==> config.mk <==
export PLATFORM = sky130hd
export DESIGN_NAME = uart_tx_fifo
export DESIGN_NICKNAME = d
export VERILOG_FILES = /design/src/rtl/uart_pkg.sv /design/src/rtl/uart_sync_fifo.sv /design/src/rtl/uart_tx_fifo.sv
export SDC_FILE = /design/constraint.sdc
export NUM_CORES = 1
export LEC_CHECK = 0
export ABC_CLOCK_PERIOD_IN_PS = 6100
export BUFFER_PORTS_ARGS = -buffer_cell sky130_fd_sc_hd__buf_2
export CAP_MARGIN = 15
export CELL_PAD_IN_SITES_DETAIL_PLACEMENT = 1
export CELL_PAD_IN_SITES_GLOBAL_PLACEMENT = 1
export CORE_ASPECT_RATIO = 2
export CORE_UTILIZATION = 35
export DETAILED_ROUTE_END_ITERATION = 10
export HOLD_SLACK_MARGIN = 0.15
export PLACE_DENSITY_LB_ADDON = 0.1
export SYNTH_ARGS = -nofsm -noshare
export SYNTH_HDL_FRONTEND = slang
export SYNTH_SLANG_ARGS = --single-unit
==> constraint.sdc <==
create_clock -name clk -period 6.1 [get_ports clk]
set_clock_uncertainty 0.1 [all_clocks]
set_input_delay 0.305 -clock clk [delete_from_list [all_inputs] [get_ports clk]]
set_output_delay 0.305 -clock clk [all_outputs]
set_load 0.01 [all_outputs]
==> src/rtl/uart_pkg.sv <==
// Shared definitions for the UART transmit-side buffer.
// Launch FSM encoding and default data width.
package uart_pkg;

    localparam int DEF_DATA_WIDTH = 8;

    localparam logic [1:0] ST_IDLE      = 2'd0;
    localparam logic [1:0] ST_LAUNCH    = 2'd1;
    localparam logic [1:0] ST_WAIT_DONE = 2'd2;

    typedef enum logic [1:0] {
        IDLE      = ST_IDLE,
        LAUNCH    = ST_LAUNCH,
        WAIT_DONE = ST_WAIT_DONE
    } tx_state_e;

endpackage

==> src/rtl/uart_sync_fifo.sv <==
// Single-clock circular FIFO with explicit occupancy count.
// Head entry is presented combinationally on o_data.
import uart_pkg::*;

module uart_sync_fifo #(
    parameter int DATA_WIDTH = DEF_DATA_WIDTH,
    parameter int FIFO_DEPTH = 16,
    localparam int ADDR_WIDTH = $clog2(FIFO_DEPTH)
) (
    input  logic                  clk,
    input  logic                  reset,
    input  logic                  i_push,
    input  logic [DATA_WIDTH-1:0] i_data,
    input  logic                  i_pop,
    output logic [DATA_WIDTH-1:0] o_data,
    output logic [ADDR_WIDTH:0]   o_count,
    output logic                  o_full,
    output logic                  o_empty
);

    localparam logic [ADDR_WIDTH:0] FULL_CNT = (ADDR_WIDTH+1)'(FIFO_DEPTH);

    logic [DATA_WIDTH-1:0] r_mem [FIFO_DEPTH];
    logic [ADDR_WIDTH-1:0] r_wr_ptr;
    logic [ADDR_WIDTH-1:0] r_rd_ptr;
    logic [ADDR_WIDTH:0]   r_count;
    logic                  w_push;
    logic                  w_pop;

    assign o_full  = (r_count == FULL_CNT);
    assign o_empty = (r_count == '0);
    assign w_push  = i_push && !o_full;
    assign w_pop   = i_pop && !o_empty;
    assign o_data  = r_mem[r_rd_ptr];
    assign o_count = r_count;

    always_ff @(posedge clk) begin
        if (w_push) begin
            r_mem[r_wr_ptr] <= i_data;
        end
    end

    // Count is kept separately so full and empty never alias.
    always_ff @(posedge clk or negedge reset) begin
        if (!reset) begin
            r_wr_ptr <= '0;
            r_rd_ptr <= '0;
            r_count  <= '0;
        end else begin
            if (w_push) begin
                r_wr_ptr <= r_wr_ptr + ADDR_WIDTH'(1);
            end
            if (w_pop) begin
                r_rd_ptr <= r_rd_ptr + ADDR_WIDTH'(1);
            end
            if (w_push && !w_pop) begin
                r_count <= r_count + (ADDR_WIDTH+1)'(1);
            end else if (w_pop && !w_push) begin
                r_count <= r_count - (ADDR_WIDTH+1)'(1);
            end
        end
    end

endmodule

==> src/rtl/uart_tx_fifo.sv <==
// Transmit buffer feeding a UART: FIFO, launch FSM, overflow flag.
// tx_data is held for the whole frame since the UART samples it throughout.
import uart_pkg::*;

module uart_tx_fifo #(
    parameter int DATA_WIDTH = DEF_DATA_WIDTH,
    parameter int FIFO_DEPTH = 16,
    localparam int ADDR_WIDTH = $clog2(FIFO_DEPTH)
) (
    input  logic                  clk,
    input  logic                  reset,
    input  logic                  wr_valid,
    input  logic [DATA_WIDTH-1:0] wr_data,
    output logic                  wr_ready,
    output logic                  tx_enable,
    output logic [DATA_WIDTH-1:0] tx_data,
    input  logic                  tx_busy,
    output logic [ADDR_WIDTH:0]   fifo_count,
    output logic                  fifo_empty,
    output logic                  fifo_full,
    output logic                  overflow,
    input  logic                  overflow_clr
);

    tx_state_e             r_state;
    logic                  r_tx_enable;
    logic [DATA_WIDTH-1:0] r_tx_data;
    logic                  r_overflow;
    logic                  w_push;
    logic                  w_pop;
    logic [DATA_WIDTH-1:0] w_head;
    logic [ADDR_WIDTH:0]   w_count;
    logic                  w_full;
    logic                  w_empty;

    assign w_push = wr_valid && !w_full;
    assign w_pop  = (r_state == IDLE) && !w_empty && !tx_busy;

    uart_sync_fifo #(
        .DATA_WIDTH (DATA_WIDTH),
        .FIFO_DEPTH (FIFO_DEPTH)
    ) u_fifo (
        .clk     (clk),
        .reset   (reset),
        .i_push  (w_push),
        .i_data  (wr_data),
        .i_pop   (w_pop),
        .o_data  (w_head),
        .o_count (w_count),
        .o_full  (w_full),
        .o_empty (w_empty)
    );

    assign wr_ready   = !w_full;
    assign fifo_full  = w_full;
    assign fifo_empty = w_empty;
    assign fifo_count = w_count;
    assign tx_enable  = r_tx_enable;
    assign tx_data    = r_tx_data;
    assign overflow   = r_overflow;

    // Enable is held in LAUNCH until the UART reports busy on its baud tick.
    always_ff @(posedge clk or negedge reset) begin
        if (!reset) begin
            r_state     <= IDLE;
            r_tx_enable <= 1'b0;
            r_tx_data   <= '0;
        end else begin
            case (r_state)
                IDLE: begin
                    r_tx_enable <= 1'b0;
                    if (w_pop) begin
                        r_tx_data <= w_head;
                        r_state   <= LAUNCH;
                    end
                end
                LAUNCH: begin
                    if (tx_busy) begin
                        r_tx_enable <= 1'b0;
                        r_state     <= WAIT_DONE;
                    end else begin
                        r_tx_enable <= 1'b1;
                    end
                end
                WAIT_DONE: begin
                    r_tx_enable <= 1'b0;
                    if (!tx_busy) begin
                        r_state <= IDLE;
                    end
                end
                default: begin
                    r_tx_enable <= 1'b0;
                    r_state     <= IDLE;
                end
            endcase
        end
    end

    always_ff @(posedge clk or negedge reset) begin
        if (!reset) begin
            r_overflow <= 1'b0;
        end else if (wr_valid && w_full) begin
            r_overflow <= 1'b1;
        end else if (overflow_clr) begin
            r_overflow <= 1'b0;
        end
    end

endmodule

# ---- Word-level counts from Yosys, hierarchy flattened
# Memories as Yosys holds them, arrays and structs flattened. A register that Yosys moved wholly into a read port is not among the register bits.
# Index checks and enable logic that the tools add are counted.
dict set report totals {
  ramBits 128
  input_bits 13
  output_inout_bits 18
  regBits 17
  word_cells 49
  n_memories 1
}
# name words word_bits read_ports rd_clocked_by_memory_dff wr line
set mem_list {}
lappend mem_list {u_fifo.r_mem 16 8 1 1 1 uart_sync_fifo.sv:23} ;# logic [DATA_WIDTH-1:0] r_mem [FIFO_DEPTH];
dict set report classes {
  mux 12
  add_sub_neg 4
  n_eq_ne 6
  n_reduce_logical 20
}
# operator count
set op_table {}
lappend op_table {{5-bit 2-to-1 mux} 2}
lappend op_table {{4-bit by 1-bit adder with 4-bit output, second input constant} 2}
lappend op_table {{1-bit logical AND} 8}
lappend op_table {{1-bit zero test} 6}
lappend op_table {{1-bit 2-to-1 mux} 6}
lappend op_table {{2-bit 2-to-1 mux} 3}
lappend op_table {{2-bit one-hot mux with 3 select lines} 1}
lappend op_table {{5-bit by 1-bit adder with 5-bit output, second input constant} 1}
lappend op_table {{5-bit == test, second input constant} 1}
lappend op_table {{5-bit zero test} 1}
lappend op_table {{5-bit by 1-bit subtractor with 5-bit output, second input constant} 1}
lappend op_table {{2-bit inequality test, second input constant} 2}
lappend op_table {{2-bit nonzero test} 2}
lappend op_table {{3-bit AND reduction} 1}
lappend op_table {{2-bit by 1-bit == test with 1-bit output, second input constant} 1}
lappend op_table {{2-bit == test, second input constant} 1}
lappend op_table {{2-bit zero test} 1}
lappend op_table {{2-bit by 1-bit inequality test with 1-bit output, second input constant} 1}
lappend op_table {{2-bit AND reduction} 1}

# ---- Logic depth before layout (Yosys ltp)
# Gate-level depths: netlist (run 1).
dict set report logic_depth {
  depth_word 8
  ltp_mapped 10
  mapped_depth_nobuf 9
}

# ---- Modules after synthesis
# A second synthesis (run 1) with hierarchy kept.
dict set report hier_totals {
  hier_cells 353
  hier_area_um2 6282.3
}
# mod area_per_inst_um2 seq_area_each_um2 instances cells_each
set modules_own_cells {}
lappend modules_own_cells {uart_sync_fifo 5816.8 4169.0 1 322}
lappend modules_own_cells {uart_tx_fifo 465.4 300.3 1 31}

# ---- Worst setup path before layout (run 1)
# OpenSTA, ideal clock, no wires.
dict set report synth_timing {
  kind {register -> register}
  startpoint {reg u_fifo.r_count[0], in the netlist u_fifo.o_count[0]}
  endpoint {reg u_fifo.r_count[4], in the netlist u_fifo.o_count[4]}
  setup_time_ps 80
  required_ps 5920
  path_slack_ps 3162
  arrival_time_ps 2758
  stages_incl_launch_ff 11
  period_less_slack_ps 2938
  path_cell_list {dfrtp_1 or4_1 o21ai_2 buf_2 ha_1 inv_1 fa_1 a21o_1 a21oi_1 mux2i_1 xnor2_1}
}
dict set report synth_via {
  elab_chain_len 8
  elab_cells_between_ends 18
}
# item line
set synth_lines {}
lappend synth_lines {{from (decl)} uart_sync_fifo.sv:26} ;# logic [ADDR_WIDTH:0] r_count;
lappend synth_lines {{from (signal assigned)} uart_sync_fifo.sv:57} ;# r_count <= r_count + (ADDR_WIDTH+1)'(1);
lappend synth_lines {{from (signal assigned)} uart_sync_fifo.sv:59} ;# r_count <= r_count - (ADDR_WIDTH+1)'(1);
lappend synth_lines {{parallel branches: the longest is 8 deep, another holds 5-bit by 1-bit subtractor with 5-bit output} -}
# Several ways; the timed one is not identified. The select of a mux whose other input is x is not followed.
# A chain may end at the register's enable or synchronous reset.

# ---- Worst setup path in the final report (run 1)
# Same ends and word-level chain as after synthesis.

==> metrics, run 1 <==
post-synthesis net count=346; first-pass iteration count of the detailed router=4; Die Y=190 microns; GRT Resource Usage Total=0.155; setup TNS=0 ns; hold endpoint=u_fifo.r_mem[11][6]; Initial Utilization=0.359; critical path arrival=3.75 ns; multi-input logic area=1610 sq um; I/O Pins=31; Die W=96.1 microns; post-route clock period utilization=0.576; number of filler cells placed in the layout=1687; CP startpoint kind=flip-flop; first-pass GRT wire length=19200 microns; row count=68; final hold violation count=0; Final nets=386; setup slack, reg-to-reg=2.58 ns; CP endpoint kind=flip-flop; TritonCTS clock tree=built; post-route ant nets=0; die area=18300 sq um; worst r2r src=u_fifo.o_count[0]; CTS H-tree lvls=4; pin count of the biggest net entering global routing=36; max_slew headroom=0.327; total grt overflow=0; Root Buffer=clkbuf_16; antenna violations before repair=0; final WL=12700 microns; FMAX=284 MHz; Hold Crit Class=input port to flip-flop; Worst EP required=6.34 ns; Worst VDD drop=175 uV; FF/Latch Area=4470 sq um; Lkg Pwr=0.00257 uW; Worst-Margin Slew=1.01 ns; power per cell area=479 nW/um^2; Final Max Slew Viols=0; # clock sinks=153; synthesized area per cell=19.2 sq um; setup bufs post-CTS=0; Layout Utilization=0.415; final-report setup violation count=0; insertion delay to the later sink of the worst-skew pair=0.42 ns; post-synthesis cell area=6200 sq um; via count=2960; Initial DRC Count=196; clk buf depth=2; core area=17300 sq um; dpl hpwl=8600 microns; post-synthesis sequential area ratio=0.721; RSZ-0062 raised after global routing=no; FF+latch count, synth=153; Synth Instances=323; FF-to-FF End=u_fifo.o_count[4]; post-synthesis cell type count=35; diode count=0; worst hold stages=1; worst setup path category=flip-flop to flip-flop; critical path peak fanout=22; hold path startpoint=wr_data[6]; Placer Congestion=0.676; Num CTS Buffers=17; max-cap violations=0; yosys warns=0; DR WL/cell=21.6 microns; status=complete, no violations; Clock transition at path regs=0.06 ns; Port Buffers=30; drt drc=0; vias in the first global route=3253; share of post-route cells with drive strength above 1=0.261; Vias/cell=5.05; Area Growth Syn to Fin=15.6%; minimum clock period=3.52 ns; worst reg2reg path depth=9
-- layer usage --
metal  up-vias  track usage  part of all wire
met4         0       0.0677             0.019
met3        16       0.0372             0.025
li1       1344            -                 -
met1      1551        0.156              0.36
met5         -            0                 0
met2        49        0.290              0.59
-- how the worst max path moves through the flow --
stage,startpoint,end,slack (ns),cells after the start
6_report,u_fifo.o_count[0],u_fifo.o_count[4],2.58,9
3_3_place_gp,u_fifo.o_count[0],u_fifo.o_count[4],2.60,9
5_1_grt,u_fifo.o_count[0],u_fifo.o_count[4],2.36,9
3_5_place_dp,u_fifo.o_count[0],u_fifo.o_count[4],2.53,9
4_1_cts,u_fifo.o_count[0],u_fifo.o_count[4],2.50,9
2_1_floorplan,u_fifo.o_count[0],u_fifo.o_count[4],3.16,10
-- where the power goes --
| part | leakage (uW) | switching (uW) | internal (uW) |
|---|---|---|---|
| clock network | 0.000290 | 399 | 627 |
| logic | 0.000820 | 522 | 470 |
| registers | 0.00146 | 109 | 1310 |
| total | 0.00257 | 1030 | 2400 |
-- cells by family after synthesis --
kind of cell | Yosys count | synth area share
DFF | 153 | 0.721
muxes | 57 | 0.165
and+or+nand+nor | 49 | 0.0339
buffers and inverters | 23 | 0.0228
AOI/OAI and AO/OA | 20 | 0.0204
xor gates and xnor gates | 11 | 0.0155
adders and majority gates | 10 | 0.0214
-- area by class of cell --
cell class / count / share of cell area
inverters: 7 / 0.00367
multi-input cells: 147 / 0.224
clock buffers: 28 / 0.0783
repair buffers: 37 / 0.0297
well taps: 210 / 0.0367
flip-flops and latches: 153 / 0.624
clock inverters: 4 / 0.00349
-- critical path, cell delays in order (launching register included) --
cell     delay [ns]
dfrtp_1        0.45
or4_1          0.59
o21ai_2        0.71
ha_1           0.29
inv_1          0.11
fa_1           0.42
a21o_1         0.20
a21oi_1        0.19
mux2i_1        0.23
xnor2_1        0.14
-- layout by cell type, fill, tap and decap left out, types with 2 or more instances in the layout --
cell type      instances
clkinv_2               2
nand2b_1               2
inv_1                  7
edfxtp_1             128
a21oi_1                3
xor2_1                 4
dlygate4sd3_1          4
mux4_2                22
clkbuf_8               3
nor3_2                 4
xnor2_1                7
nor2_1                18
a21o_1                 2
ha_1                   9
buf_4                  3
mux2i_1               16
a22o_1                 2
clkbuf_1               5
dfrtp_1               24
nand2_1               18
mux4_1                10
buf_2                 30
clkbuf_16             20
o21ai_0               10
mux2_2                 9
-- synthesized netlist by cell type (all sizes together) --
| cell type | n | area, sq um |
|---|---|---|
| or4 | 1 | 7.51 |
| a22o | 2 | 17.5 |
| mux2 | 9 | 101 |
| and2 | 1 | 6.26 |
| a21boi | 1 | 11.3 |
| mux4 | 32 | 758 |
| nand2 | 18 | 67.6 |
| clkbuf | 3 | 12.5 |
| nand2b | 2 | 12.5 |
| a211o | 1 | 8.76 |
| nand3 | 1 | 5.00 |
| inv | 7 | 26.3 |
| nor3 | 5 | 25.0 |
| nand4 | 1 | 6.26 |
| fa | 1 | 20.0 |
| dfrtp | 25 | 626 |
| nor2b | 1 | 6.26 |
| a21oi | 3 | 15.0 |
| xor2 | 4 | 35.0 |
| buf | 13 | 103 |
| mux2i | 16 | 160 |
| ha | 9 | 113 |
| nor4 | 1 | 6.26 |
| o21ai | 11 | 58.8 |
| nor2 | 18 | 67.6 |
| xnor2 | 7 | 61.3 |
| a21o | 2 | 15.0 |
| edfxtp | 128 | 3840 |
-- repair_timing --
item,4_1_cts,5_1_grt
endpoints found under the hold margin,29,0
hold buffers,4,0
endpoints found under the setup margin,0,0
resized for setup,0,0
-- sequential cells by signal, indices dropped and copies added, names as in the netlist --
signal / cells
u_fifo.r_wr_ptr: 4
overflow: 1
u_fifo.r_rd_ptr: 4
tx_enable: 1
tx_data: 8
r_state: 2
u_fifo.o_count: 5
u_fifo.r_mem: 128
-- through the flow --
step / hold slack (ns) / std cells / setup slack, ns / total power, uW / instance area, sq um
6_report: 0.170 / 586 / 2.58 / 3430 / 7160
5_1_grt: 0.152 / 586 / 2.36 / 3640 / 7160
3_3_place_gp: 0.257 / 550 / 2.60 / 2440 / 6540
3_5_place_dp: 0.247 / 550 / 2.53 / 2470 / 6540
4_1_cts: 0.152 / 586 / 2.50 / 3510 / 7160
2_1_floorplan: -0.0906 / 323 / 3.16 / 2190 / 6200
No activity file was read; power rests on OpenSTA's default activity.
==> run 2: changes to the inputs <==
--- a/config.mk
+++ b/config.mk
@@ -5,7 +5,7 @@
 export SDC_FILE = /design/constraint.sdc
 export NUM_CORES = 1
 export LEC_CHECK = 0
-export ABC_CLOCK_PERIOD_IN_PS = 6100
+export ABC_CLOCK_PERIOD_IN_PS = 3000
 export BUFFER_PORTS_ARGS = -buffer_cell sky130_fd_sc_hd__buf_2
 export CAP_MARGIN = 15
 export CELL_PAD_IN_SITES_DETAIL_PLACEMENT = 1
==> constraint.sdc (replaced) <==
create_clock -name clk -period 3 [get_ports clk]
set_clock_uncertainty 0.1 [all_clocks]
set_input_delay 0.15 -clock clk [delete_from_list [all_inputs] [get_ports clk]]
set_output_delay 0.15 -clock clk [all_outputs]
set_load 0.01 [all_outputs]
==> run 2 against run 1 <==
First-iteration DRC count is 18% lower. Register-to-register slack worse by 2.4 ns. Critical path depth unchanged. Flip-flop and latch count is the same. Count of clock-buffer cells in the layout shrank 2. Routed wire length shrank 0.66%. Combinational power increased by 110%. Die area did not move. Worst hold slack better by 0.00087 ns. Worst setup slack got worse by 2.4 ns. Global-route usage shrank 0.093 points. Critical path type unchanged. Highest routed layer unchanged.
==> metrics, run 2 (synthesized netlist as in run 1, its figures left out) <==
CP startpoint kind=flip-flop (unchanged); antenna violations before repair=0 (unchanged); drt drc=0 (unchanged); Worst VDD drop=364 uV (was 175 uV); worst setup path category=flip-flop to flip-flop (unchanged); minimum clock period=2.84 ns (was 3.52 ns); Worst EP required=3.23 ns (was 6.34 ns); CP max stage delay=0.57 ns (was 0.71 ns); dpl hpwl=8650 microns (was 8600 microns); Buf/Inv on CP=1 (unchanged); max-cap violations=0 (unchanged); Die W=96.1 microns (unchanged); via count=3042 (was 2960); diode count=0 (unchanged); final hold violation count=0 (unchanged); Die Y=190 microns (unchanged); most common cell after layout, fill and taps aside=edfxtp_1 (unchanged); Initial Utilization=0.359 (unchanged); Layout Cells excl Fill=613 (was 586); Final nets=413 (was 386); # clock sinks=153 (unchanged); met3 usage=0.0360 (was 0.0372); Num CTS Buffers=17 (unchanged); GR Layer Usage met1=0.155 (was 0.156); Worst-Margin Slew=0.592 ns (was 1.01 ns); power per cell area=945 nW/um^2 (was 479 nW/um^2); GRT Resource Usage Total=0.154 (was 0.155); most frequent cells in the layout=edfxtp_1, buf_2, dfrtp_1 (unchanged); critical path arrival=3.07 ns (was 3.75 ns); Hold Crit Class=input port to async pin (was input port to flip-flop); final WL=12600 microns (was 12700 microns); Port Buffers=30 (unchanged); first-pass iteration count of the detailed router=5 (was 4); I/O Pins=31 (unchanged); CP endpoint kind=flip-flop (unchanged); setup TNS=0 ns (unchanged); Final Max Slew Viols=0 (unchanged); post-route ant nets=0 (unchanged); DR WL/cell=20.6 microns (was 21.6 microns); setup bufs post-CTS=0 (unchanged); Vias/cell=4.96 (was 5.05); core area=17300 sq um (unchanged); share of post-route cells with drive strength above 1=0.278 (was 0.261); Inst Count DP=569 (was 550); RSZ-0062 raised after global routing=no (unchanged); row count=68 (unchanged); total grt overflow=0 (unchanged); CTS H-tree lvls=4 (unchanged); number of filler cells placed in the layout=1704 (was 1687); Crit-path slowest cell=or4_1 (was o21ai_2); pin count of the biggest net entering global routing=36 (unchanged); vias in the first global route=3337 (was 3253); Top reg by flops=u_fifo.r_mem (unchanged); Placer Congestion=0.687 (was 0.676); final-report setup violation count=0 (unchanged); Lkg Pwr=0.00268 uW (was 0.00257 uW); Worst path top cell family by delay=adder cells (was compound AO/OA/AOI/OAI gates); post-cts gate resize count=0 (unchanged); clk buf depth=2 (unchanged); first-pass GRT wire length=19200 microns (unchanged); Initial DRC Count=161 (was 196); critical path peak fanout=6 (was 22); max_slew headroom=0.605 (was 0.327); grt peak-use layer=met2 (unchanged); status=complete, no violations (unchanged); Root Buffer=clkbuf_16 (unchanged); Cell Chain, Critical Path=or4_1, o21ai_2, ha_1, inv_1, fa_1, a21o_1, a21oi_1, mux2i_1, xnor2_1 (unchanged); TritonCTS clock tree=built (unchanged); met2 Use GR=0.291 (was 0.290); die area=18300 sq um (unchanged); Clock transition at path regs=0.06 ns (about the same); post-route clock period utilization=0.947 (was 0.576); FMAX=352 MHz (was 284 MHz); Area Growth Syn to Fin=18.6% (was 15.6%); Largest register FFs=128 (unchanged); insertion delay to the later sink of the worst-skew pair=0.41 ns (was 0.42 ns)
run 2: what timing repair did:
item,4_1_cts,5_1_grt
hold buffers,12,0
hold endpoints to repair,157,0
endpoints found under the setup margin,0,0
run 2: where the power goes:
part	total, uW	leakage, uW	internal [uW]	switching [uW]
logic	2100	0.000958	1050	1040
registers	2900	0.00146	2650	247
clock network	1950	0.000263	1150	797
total	6940	0.00268	4850	2090
run 2: routing by layer:
metal | up-vias | part of all wire
met3 | 14 | 0.026
li1 | 1398 | -
met1 | 1581 | 0.36
met4 | 0 | 0.018
met5 | - | 0
met2 | 49 | 0.60
run 2: path summary, 6_finish.rpt:
check / start / to / slack [ns] / cells past startpoint
setup / recovery: u_fifo.o_count[1] / u_fifo.o_count[4] / 0.16 / 9
hold / removal: reset / u_fifo.r_wr_ptr[0] / 0.17 / 2
setup reg to reg: u_fifo.o_count[1] / u_fifo.o_count[4] / 0.16 / 9
hold reg to reg: tx_data[6] / tx_data[6] / 0.38 / 2
max in group asynchronous: reset / u_fifo.r_rd_ptr[0] / 2.19 / 2
min in group clk: tx_data[6] / tx_data[6] / 0.38 / 2
run 2: area by class of cell:
class	instances	area (sq um)	share of cell area
sequential	153	4470	0.609
multi-input combinational	147	1590	0.216
clock buffer	26	500	0.0681
timing repair buffer	64	460	0.0627
tap	210	263	0.0358
clock inverter	6	40.0	0.00545
inverter	7	26.3	0.00358
run 2: through the flow:
step | hold slack, ns | cell area, sq um | setup slack (ns) | util | power [uW]
2_1_floorplan | -0.246 | 6200 | 0.0617 | - | 4450
5_1_grt | 0.224 | 7350 | 0.000586 | 0.425 | 7370
4_1_cts | 0.174 | 7350 | 0.119 | 0.425 | 7090
3_5_place_dp | 0.0908 | 6690 | 0.159 | 0.387 | 5090
3_3_place_gp | 0.0852 | 6690 | 0.186 | 0.387 | 5030
6_report | 0.171 | 7350 | 0.160 | 0.425 | 6940
==> run 3: changes to the inputs <==
--- a/config.mk
+++ b/config.mk
@@ -6,7 +6,7 @@
 export NUM_CORES = 1
 export LEC_CHECK = 0
 export ABC_CLOCK_PERIOD_IN_PS = 3000
-export BUFFER_PORTS_ARGS = -buffer_cell sky130_fd_sc_hd__buf_2
+export BUFFER_PORTS_ARGS = -buffer_cell sky130_fd_sc_hd__buf_4
 export CAP_MARGIN = 15
 export CELL_PAD_IN_SITES_DETAIL_PLACEMENT = 1
 export CELL_PAD_IN_SITES_GLOBAL_PLACEMENT = 1
==> run 3 against run 2 <==
Utilization increased by 1.2 points. Highest routed layer unchanged. Critical path type unchanged. Sequential share of layout area fell by 1.6 points. First-iteration DRC count shrank 2.5%. Via count rose by 2.0%. Count of clock-buffer cells in the layout fell by 8. Global-route usage increased by 0.75 points. Total power rose by 6.6%. Largest cell class unchanged.
==> metrics, run 3 (synthesized netlist as in run 1, its figures left out) <==
status=complete, no violations (unchanged); worst setup path category=flip-flop to flip-flop (unchanged); dpl hpwl=9100 microns (was 8650 microns); Final Max Slew Viols=0 (unchanged); Worst path most repeated cell=ha_1; Num CTS Buffers=17 (unchanged); Largest register FFs=128 (unchanged); Die W=96.1 microns (unchanged); antenna violations before repair=0 (unchanged); first-pass GRT wire length=20100 microns (was 19200 microns); Worst EP required=3.24 ns (was 3.23 ns); Port Buffers=30 (unchanged); Hold Crit Class=flip-flop to flip-flop (was input port to async pin); core area=17300 sq um (unchanged); clk buf depth=2 (unchanged); drt drc=0 (unchanged); first-pass iteration count of the detailed router=4 (was 5); Final nets=417 (was 413); total grt overflow=0 (unchanged); minimum clock period=2.78 ns (was 2.84 ns); combinational share of power=0.294 (was 0.302); Vias/cell=5.03 (was 4.96); TritonCTS clock tree=built (unchanged); Area Growth Syn to Fin=21.8% (was 18.6%); RSZ-0062 raised after global routing=no (unchanged); max-cap violations=0 (unchanged); max_slew headroom=0.472 (was 0.605); register share of total power=0.394 (was 0.418); setup TNS=0 ns (unchanged); die area=18300 sq um (unchanged); Lkg Pwr=0.00277 uW (was 0.00268 uW); I/O Pins=31 (unchanged); FF/Latch Area=4470 sq um (about the same); Tot Pwr=7400 uW (was 6940 uW); Clock transition at path regs=0.06 ns (about the same); post-route ant nets=0 (unchanged); final hold violation count=0 (unchanged); number of filler cells placed in the layout=1673 (was 1704); Initial DRC Count=157 (was 161); diode count=0 (unchanged); most common cell after layout, fill and taps aside=edfxtp_1 (unchanged); Psw=2160 uW (was 2090 uW); Die Y=190 microns (unchanged); Finished Cell Area=7550 sq um (was 7350 sq um); Initial Utilization=0.359 (unchanged); Internal=5240 uW (was 4850 uW); CP endpoint kind=flip-flop (unchanged); Worst VDD drop=457 uV (was 364 uV); Crit-path slowest cell=nor4_1 (was or4_1); CP startpoint kind=flip-flop (unchanged); DR WL/cell=21.7 microns (was 20.6 microns); post-route clock period utilization=0.927 (was 0.947); Cell Chain, Critical Path=buf_4, nor4_1, a21boi_2, ha_1, inv_1, ha_1, a21o_1, a21oi_1, mux2i_1, xnor2_1 (was or4_1, o21ai_2, ha_1, inv_1, fa_1, a21o_1, a21oi_1, mux2i_1, xnor2_1); switch share=0.292 (was 0.301); CTS H-tree lvls=4 (unchanged); # clock sinks=153 (unchanged); via count=3102 (was 3042); FMAX=360 MHz (was 352 MHz); insertion delay to the later sink of the worst-skew pair=0.42 ns (was 0.41 ns); most frequent cells in the layout=edfxtp_1, buf_4, dfrtp_1 (was edfxtp_1, buf_2, dfrtp_1); final-report setup violation count=0 (unchanged); CP max stage delay=0.52 ns (was 0.57 ns); multi-input logic area=1590 sq um (about the same); setup bufs post-CTS=0 (unchanged); power per cell area=980 nW/um^2 (was 945 nW/um^2); critical path arrival=3.02 ns (was 3.07 ns); share of post-route cells with drive strength above 1=0.295 (was 0.278); final WL=13400 microns (was 12600 microns); GRT Resource Usage Total=0.162 (was 0.154); Top reg by flops=u_fifo.r_mem (unchanged); Placer Congestion=0.659 (was 0.687); vias in the first global route=3457 (was 3337); row count=68 (unchanged); Placed Area=6760 sq um (was 6690 sq um); critical path peak fanout=5 (was 6); Worst-Margin Slew=0.792 ns (was 0.592 ns); pin count of the biggest net entering global routing=36 (unchanged); Root Buffer=clkbuf_16 (unchanged); Clock Power Share=0.311 (was 0.280)
==> run 3: metrics by stage <==
stage / std cells / hold slack (ns) / setup slack (ns) / util
floorplan: 323 / -0.246 / 0.0617 / -
global placement: 571 / -0.0208 / 0.162 / 0.392
detailed placement: 571 / -0.0158 / 0.146 / 0.392
CTS: 617 / 0.397 / 0.110 / 0.437
global route: 617 / 0.416 / 0.00380 / 0.437
finish: 617 / 0.384 / 0.219 / 0.437
==> run 3: path summary, 6_finish.rpt <==
kind	startpoint	cells past startpoint	to	slack (ns)
min	tx_data[7]	2	tx_data[7]	0.38
min reg2reg	tx_data[7]	2	tx_data[7]	0.38
min in group asynchronous	reset	4	u_fifo.r_wr_ptr[0]	0.62
max in group asynchronous	reset	4	u_fifo.r_rd_ptr[0]	2.00
max reg2reg	u_fifo.o_count[0]	10	u_fifo.o_count[4]	0.22
max	u_fifo.o_count[0]	10	u_fifo.o_count[4]	0.22
==> run 3: what timing repair did <==
action / in CTS / in global routing
hold buffers: 14 / 0
setup endpoints to repair: 0 / 1
resized for setup: 0 / 2
hold endpoints to repair: 157 / 0
==> run 3: routing by layer <==
metal / vias up / GRT usage / wire length, microns
met1: 1609 / 0.162 / 4910
met4: 0 / 0.0735 / 341
met2: 57 / 0.305 / 7830
met5: - / 0 / 0
met3: 22 / 0.0332 / 310
li1: 1414 / - / -
==> run 3: critical path, delay by kind of cell (launching register included) <==
| family | cells | cell delay, ns |
|---|---|---|
| compound gates | 3 | 0.49 |
| xor+xnor | 1 | 0.14 |
| fa+ha+maj | 2 | 0.52 |
| buf+inv | 2 | 0.33 |
| flops | 1 | 0.38 |
| mux | 1 | 0.23 |
| simple gates | 1 | 0.52 |
==> run 3: layout make-up <==
| class | count | area share |
|---|---|---|
| Sequential cell | 153 | 0.592 |
| Multi-Input combinational cell | 147 | 0.210 |
| Timing Repair Buffer | 68 | 0.0753 |
| Clock buffer | 18 | 0.0569 |
| Tap cell | 210 | 0.0348 |
| Clock inverter | 14 | 0.0269 |
| Inverter | 7 | 0.00348 |
==> run 3: power by group through the flow <==
stage	Clock, uW	Sequential (uW)	Combinational, uW
detailed placement	0	2970	2220
CTS	2360	2930	2260
global route	2440	2960	2420
finish	2300	2920	2180
global placement	0	2940	2180
floorplan	0	2870	1580
